===== config.mk =====
export PLATFORM = sky130hd
export DESIGN_NAME = sum_gen_pipe
export DESIGN_NICKNAME = d
export VERILOG_FILES = /design/src/rtl/sum_gen_pkg.sv /design/src/rtl/sum_gen_pipe_lzc32.sv /design/src/rtl/sum_gen_pipe.sv
export SDC_FILE = /design/constraint.sdc
export NUM_CORES = 1
export LEC_CHECK = 0
export CAP_MARGIN = 15
export CORE_UTILIZATION = 50
export CTS_BUF_LIST = sky130_fd_sc_hd__clkbuf_8
export CTS_CLUSTER_SIZE = 12
export DETAILED_ROUTE_END_ITERATION = 8
export DONT_BUFFER_PORTS = 1
export GPL_TIMING_DRIVEN = 0
export PLACE_DENSITY = 0.62
export SLEW_MARGIN = 40
export SYNTH_ARGS = -nofsm -noshare
export SYNTH_HDL_FRONTEND = slang
export SYNTH_SLANG_ARGS = --single-unit
export TNS_END_PERCENT = 1

===== constraint.sdc =====
create_clock -name clk -period 2.1 [get_ports clk]
set_input_delay 0.315 -clock clk [delete_from_list [all_inputs] [get_ports clk]]
set_output_delay 0.315 -clock clk [all_outputs]
set_load 0.05 [all_outputs]

===== src/rtl/sum_gen_pkg.sv =====
// Shared constants and helpers for the mantissa sum generator and its prefix network.
// Used by sum_gen_pipe and, when SUM_GEN_LZC_EN is defined, by lzc32.
package sum_gen_pkg;

  localparam logic [7:0] KGP_K  = 8'h6B;
  localparam logic [7:0] KGP_P  = 8'h70;
  localparam logic [7:0] KGP_G  = 8'h67;
  localparam int         MANT_W = 32;
  localparam int         LZC_W  = 6;

  // A resolved prefix character may only be kill or generate; propagate means unresolved.
  function automatic logic kgp_is_resolved(input logic [7:0] ch);
    logic ok;
    case (ch)
      KGP_K:   ok = 1'b1;
      KGP_G:   ok = 1'b1;
      default: ok = 1'b0;
    endcase
    return ok;
  endfunction

endpackage


===== src/rtl/sum_gen_pipe_lzc32.sv =====
// Combinational 32-bit leading-zero counter; an all-zero input yields 32.
// Instantiated by sum_gen_pipe only when SUM_GEN_LZC_EN is defined.
module lzc32
  import sum_gen_pkg::*;
(
  input  logic [31:0]      value,
  output logic [LZC_W-1:0] count
);

  // Scan upward so the most significant set bit is the last one to write the count.
  always_comb begin
    count = 6'd32;
    for (int i = 0; i < 32; i++) begin
      if (value[i]) begin
        count = 6'd31 - 6'(i);
      end else begin
        count = count;
      end
    end
  end

endmodule


===== src/rtl/sum_gen_pipe.sv =====
// Two-stage pipelined sum generator sitting behind the parallel-prefix carry network.
// Define SUM_GEN_LZC_EN to produce the leading-zero count; otherwise lzc is tied to 0.
module sum_gen_pipe
  import sum_gen_pkg::*;
#(
  parameter int W = MANT_W
) (
  input  logic                 clk,
  input  logic                 rst,
  input  logic                 in_valid,
  output logic                 in_ready,
  input  logic [W-1:0]         a,
  input  logic [W-1:0]         b,
  input  logic                 cin,
  input  logic [W-1:0][7:0]    kgp,
  output logic                 out_valid,
  input  logic                 out_ready,
  output logic [W-1:0]         sum,
  output logic                 cout,
  output logic                 ovf,
  output logic                 zero,
  output logic                 bad_code,
  output logic [LZC_W-1:0]     lzc
);

  logic              s1_valid_r;
  logic [W-1:0]      a_r;
  logic [W-1:0]      b_r;
  logic              cin_r;
  logic [W-1:0][7:0] kgp_r;

  logic              out_load_s;
  logic              s1_load_s;
  logic              accept_s;

  logic [W-1:0]      carry_s;
  logic [W-1:0]      sum_s;
  logic              cout_s;
  logic              ovf_s;
  logic              zero_s;
  logic              bad_s;
  logic [LZC_W-1:0]  lzc_s;

  assign out_load_s = !out_valid || out_ready;
  assign s1_load_s  = !s1_valid_r || out_load_s;
  assign in_ready   = !rst && !(s1_valid_r && out_valid && !out_ready);
  assign accept_s   = in_valid && in_ready;

  // Stage 1: capture operands and the prefix vector.
  always_ff @(posedge clk) begin
    if (rst) begin
      s1_valid_r <= 1'b0;
      a_r        <= {W{1'b0}};
      b_r        <= {W{1'b0}};
      cin_r      <= 1'b0;
      kgp_r      <= {(W*8){1'b0}};
    end else if (s1_load_s) begin
      s1_valid_r <= accept_s;
      if (accept_s) begin
        a_r   <= a;
        b_r   <= b;
        cin_r <= cin;
        kgp_r <= kgp;
      end
    end
  end

  // Carries come straight from the resolved prefix characters of the bit below.
  always_comb begin
    carry_s    = {W{1'b0}};
    bad_s      = 1'b0;
    carry_s[0] = cin_r;
    for (int i = 1; i < W; i++) begin
      carry_s[i] = (kgp_r[i-1] == KGP_G);
    end
    for (int i = 0; i < W; i++) begin
      bad_s = bad_s | !kgp_is_resolved(kgp_r[i]);
    end
    sum_s  = a_r ^ b_r ^ carry_s;
    cout_s = (kgp_r[W-1] == KGP_G);
    ovf_s  = carry_s[W-1] ^ cout_s;
    zero_s = ~|sum_s;
  end

`ifdef SUM_GEN_LZC_EN
  lzc32 u_lzc (
    .value (sum_s),
    .count (lzc_s)
  );
`else
  assign lzc_s = {LZC_W{1'b0}};
`endif

  // Output stage: results are held while the consumer stalls.
  always_ff @(posedge clk) begin
    if (rst) begin
      out_valid <= 1'b0;
      sum       <= {W{1'b0}};
      cout      <= 1'b0;
      ovf       <= 1'b0;
      zero      <= 1'b0;
      bad_code  <= 1'b0;
      lzc       <= {LZC_W{1'b0}};
    end else if (out_load_s) begin
      out_valid <= s1_valid_r;
      if (s1_valid_r) begin
        sum      <= sum_s;
        cout     <= cout_s;
        ovf      <= ovf_s;
        zero     <= zero_s;
        bad_code <= bad_s;
        lzc      <= lzc_s;
      end
    end
  end

endmodule


Yosys cells after proc, flatten, opt, wreduce, memory -nomap -nowiden. Index checks and enable logic that the tools add are counted.

Register bits after elaboration: 359. Bits of input ports: 325. Output and inout port bits: 44. Word-level logic and storage cells: 251.

Equality and inequality tests: 64. Multiplexer cells: 32. Bitwise logic cells: 34. Reduce and logical (&&, ||, !) cells: 79.

Operators with widths (count): $eq 8x7->1 const B (64); $reduce_or 2->1 (32); $xor 32x32->32 (2); $logic_not 1->1 (38); $mux 1 (32); $reduce_or 32->1 (1); $or 1x1->1 (31); $logic_and 1x1->1 (4); $reduce_and 2->1 (2); $logic_or 1x1->1 (2); $xor 1x1->1 (1).

Logic depth before layout (Yosys ltp).
Word-level depth: 35. Mapped depth: 8. Mapped depth without buffers: 5.

Worst setup path after synthesis. No wires, ideal clock.

Kind: register to register. Start point: reg out_valid. End point: reg kgp_r[144] (netlist name). Library setup time: 0.059 ns. Data arrival time: 2.501 ns. Setup slack: -0.460 ns. Cell stages (with the launch flop): 9. Buffers on the path: 3. Path through: dfxtp_1 > nor2b_1 > a21oi_1 > and2_1 > clkbuf_1 > clkbuf_1 > buf_2 > nand2_1 > nand2_1.

Cells in the longest elaborated chain, start to end: 6. Elaborated cells on any way between the ends: 9. Those cells by class: reduce/logical: 9.

RTL lines: start, declared (line sum_gen_pipe.sv:16) `output logic out_valid,`; start signal, assigned (line sum_gen_pipe.sv:105) `out_valid <= s1_valid_r;`; $logic_and 1x1->1 (2 in a row) (line sum_gen_pipe.sv:46) `assign in_ready = !rst && !(s1_valid_r && out_valid && !out_ready);`; $logic_not 1->1 (line sum_gen_pipe.sv:46); $logic_and 1x1->1 (line sum_gen_pipe.sv:46); net in_ready (line sum_gen_pipe.sv:11) `output logic in_ready,`; $logic_and 1x1->1 (line sum_gen_pipe.sv:47) `assign accept_s = in_valid && in_ready;`; $reduce_and 2->1 (no line); end signal, assigned (line sum_gen_pipe.sv:56) `kgp_r <= {(W*8){1'b0}};`; end signal, assigned (line sum_gen_pipe.sv:63) `kgp_r <= kgp;`; end, declared (line sum_gen_pipe.sv:30) `logic [W-1:0][7:0] kgp_r;`.

The timed path passes the listed nets, and every way through them passes these cells. A chain may end at the register's enable or synchronous reset.

Worst setup path after layout.
Start point: reg out_valid. End point: reg kgp_r[143] (netlist name).

The elaborated chain is that of the path after synthesis.

==> metrics.cfg <==
[place]
hpwl_um = 34190
port_buffers = 0
gp_congestion = 0.8310
post-place-cells = 2233

[hold_path]
hold_path_class = in2reg
holdCritStartpoint = rst
min_to = sum[29]
min_path_cells = 2

[cts]
clockRootBuffer = clkbuf_8
cts.sink_count = 359
path_clk_slew_ns = 0.06
clock_path_buffers = 3
worstSkewPairLatency_ns = 0.60
cts_tree = built
htree_levels = 2
cts_inserted_buffers = 59

[timing]
fin_crit_sh_pct = 99.60
min_period_ns = 2.092
skew_ns = 0.02535
slew_violations = 0
final-setup-viol-count = 0
hold_viol = 0
worst_pin_slew_ns = 0.8037
grt_setup_unrepaired = yes
slew-limit-headroom_pct = 46.42
max_freq_mhz = 478.1

[critical_path]
cp-end-kind = flip-flop
timing.rr.start = out_valid
r2r_end = kgp_r[143]
crit_chain = nor2b_2 -> a21oi_4 -> nand2_4 -> clkbuf_4 -> clkbuf_2 -> nand3_1 -> nand2_1
arrival_ns = 2.58
cpMaxStageDelayCell = a21oi_4
path_depth = 7
max_stage_delay_ns = 0.43
rr_worst_depth = 7
rrSetupSlack_ns = 0.008
path_class = reg2reg
critPathRequiredTime_ns = 2.59
critical-path-top-delay-family = simple AND/OR/NAND/NOR gates
start_kind = flip-flop
critPathBufInv = 2
crit_fanout = 10

[pwr]
powerDensity_nw_per_um2 = 793.2
p_comb_share_pct = 12.6
ir_drop_mv = 0.5551
p_sw_mw = 4.237
pwr-share-clk_pct = 37.6
finalPower_mw = 15.59
p_leak_nw = 9.134
sequentialPowerShare_pct = 49.8
intPower_mw = 11.35
switching_share_pct = 27.18

[synth]
synth_area_um2 = 14560
syn_area_per_cell_um2 = 7.898
ys.flop_type = dfxtp_1
synth_edf_count = 0
ys_types = 44
synth-async-reset-ratio_pct = 0
yosys-top-cells-area = dfxtp_1, nand2_1, nand3_1
synth_largest_area_cell = dfxtp_1
yosysWarnings = 0
synthCells = 1844
synth-seq-cells = 359
ys_seq_area_share_pct = 49.35
synth_top_area_share_pct = 49.35

[floorplan]
rows = 62
initial_utilization_pct = 50.74
fp.dieH_um = 172.7
die_area_um2 = 29810
die_w_um = 172.7
ios = 369
coreArea_um2 = 28700

[global_routing]
antenna_found_initial = 2
first_global_vias = 14130
track_usage_pct = 32.30
grt_start_max_net_pins = 15
grt_pass1_wl_um = 75620
grt_overflow_total = 0

[routing]
drt_pass1_iterations = 5
drc_errors = 0
wl_met1_um = 20790
drt-vias-per-instance = 5.366
first_iter_violations = 1007
wl_met3_um = 3534
wl_per_cell_um = 18.53
dr_wl_met2_um = 23420
dr_total_vias = 14310
wl_um = 49400
ant_nets = 0
top_layer = met4

[final_layout]
nets = 2560
fillers = 2290
final_util_pct = 68.47
area_delta_synth_final_pct = 34.93
drive_gt1_share_pct = 7.854
instances_no_fill = 2666

[status]
status = complete, no violations

[job]
drv_cap = 0

[cells in the final DEF, fill, tap and decap left out, types with 16 or more instances in the layout]
| cell | netlist | routed |
|---|---|---|
| nand2_1 | 668 | 667 |
| o21ai_0 | 16 | 16 |
| buf_2 | 29 | 32 |
| nor2_1 | 22 | 22 |
| xnor2_1 | 21 | 21 |
| inv_1 | 0 | 30 |
| clkbuf_8 | 0 | 74 |
| xor2_1 | 45 | 44 |
| dlygate4sd3_1 | 0 | 326 |
| a21oi_1 | 22 | 20 |
| clkbuf_2 | 0 | 16 |
| clkbuf_1 | 66 | 42 |
| nor3_1 | 16 | 16 |
| and2_1 | 18 | 17 |
| dfxtp_1 | 359 | 358 |
| nand3_1 | 337 | 337 |
| nand4_1 | 16 | 16 |
[through the flow]
step | cell area [um2] | hold slack [ns] | setup TNS [ns] | setup slack (ns)
3_5_place_dp | 15080 | 0.3936 | -179.65 | -0.7654
5_1_grt | 19650 | 0.1379 | -0.2480 | -0.04835
6_report | 19650 | 0.1490 | 0 | 0.008344
4_1_cts | 19560 | 0.007546 | -0.03156 | -0.01245
2_1_floorplan | 14600 | 0.3841 | 0 | 0.1646
3_3_place_gp | 15080 | 0.3898 | -163.23 | -0.7008
[worst max path at each step]
stage	to	slack, ns	start
floorplan	kgp_r[152]	0.16	out_valid
global placement	kgp_r[231]	-0.70	out_valid
detailed placement	kgp_r[231]	-0.77	out_valid
CTS	b_r[18]	-0.01	out_valid
global route	kgp_r[144]	-0.05	out_valid
finish	kgp_r[143]	0.008	out_valid
[layout make-up]
cell class                 count  area [um2]  share of cell area (%)
multi-input combinational   1366        6957                   35.40
clock buffer                  74        1018                   5.183
inverter                       1       3.754                 0.01910
antenna                        3       7.507                 0.03820
timing repair buffer         326        3263                   16.61
tap                          384       480.5                   2.445
clock inverter                31       117.6                  0.5985
buffer                       122       615.6                   3.133
sequential                   359        7188                   36.58
[power by group through the flow]
stage | registers [mW] | clock network (mW) | logic (mW)
after floorplan | 7.79 | 0 | 1.01
after global placement | 7.88 | 0 | 1.36
after detailed placement | 7.89 | 0 | 1.38
after CTS | 7.75 | 5.94 | 1.91
after global routing | 7.81 | 6.27 | 2.15
final | 7.76 | 5.86 | 1.96
[cells by family (layout without fill, tap and decap cells)]
group	count (synthesis)	count (layout)	synth area share, %
AOI/OAI and AO/OA	86	86	3.789
xor gates and xnor gates	66	66	3.969
buffers and inverters	124	554	3.600
DFF	359	359	49.35
other	1	9	0.02575
and+or+nand+nor	1208	1208	39.27
[Yosys cell counts (all sizes together) (16+ instances only)]
master and number:
nor2 22, o21ai 16, and2 18, nand4 16, nand3 337, dfxtp 359, clkbuf 66, xnor2 21
nand4b 16, nor3 16, a21oi 22, buf 57, nand4bb 16, or3 16, xor2 45, nand2 668
nor2b 16
[flip-flops by register name, summed over array words and instances, names as in the netlist, 32 cells and up]
signal / count
b_r: 32
kgp_r: 256
sum: 32
a_r: 32
[repair_timing]
action | CTS | global route
pin swaps | 1 | 2
setup buffers | 0 | 0
endpoints found under the hold margin | 324 | 1
setup endpoints to repair | 322 | 263
resized for setup | 53 | 26
hold buffers | 325 | 1
[layer usage]
metal	global-route usage, %	vias to the layer above
li1	-	6972
met1	40.05	6671
met2	55.11	549
met3	6.486	115
met4	12.65	0
met5	0	-
(Power assumes the default switching activity.)
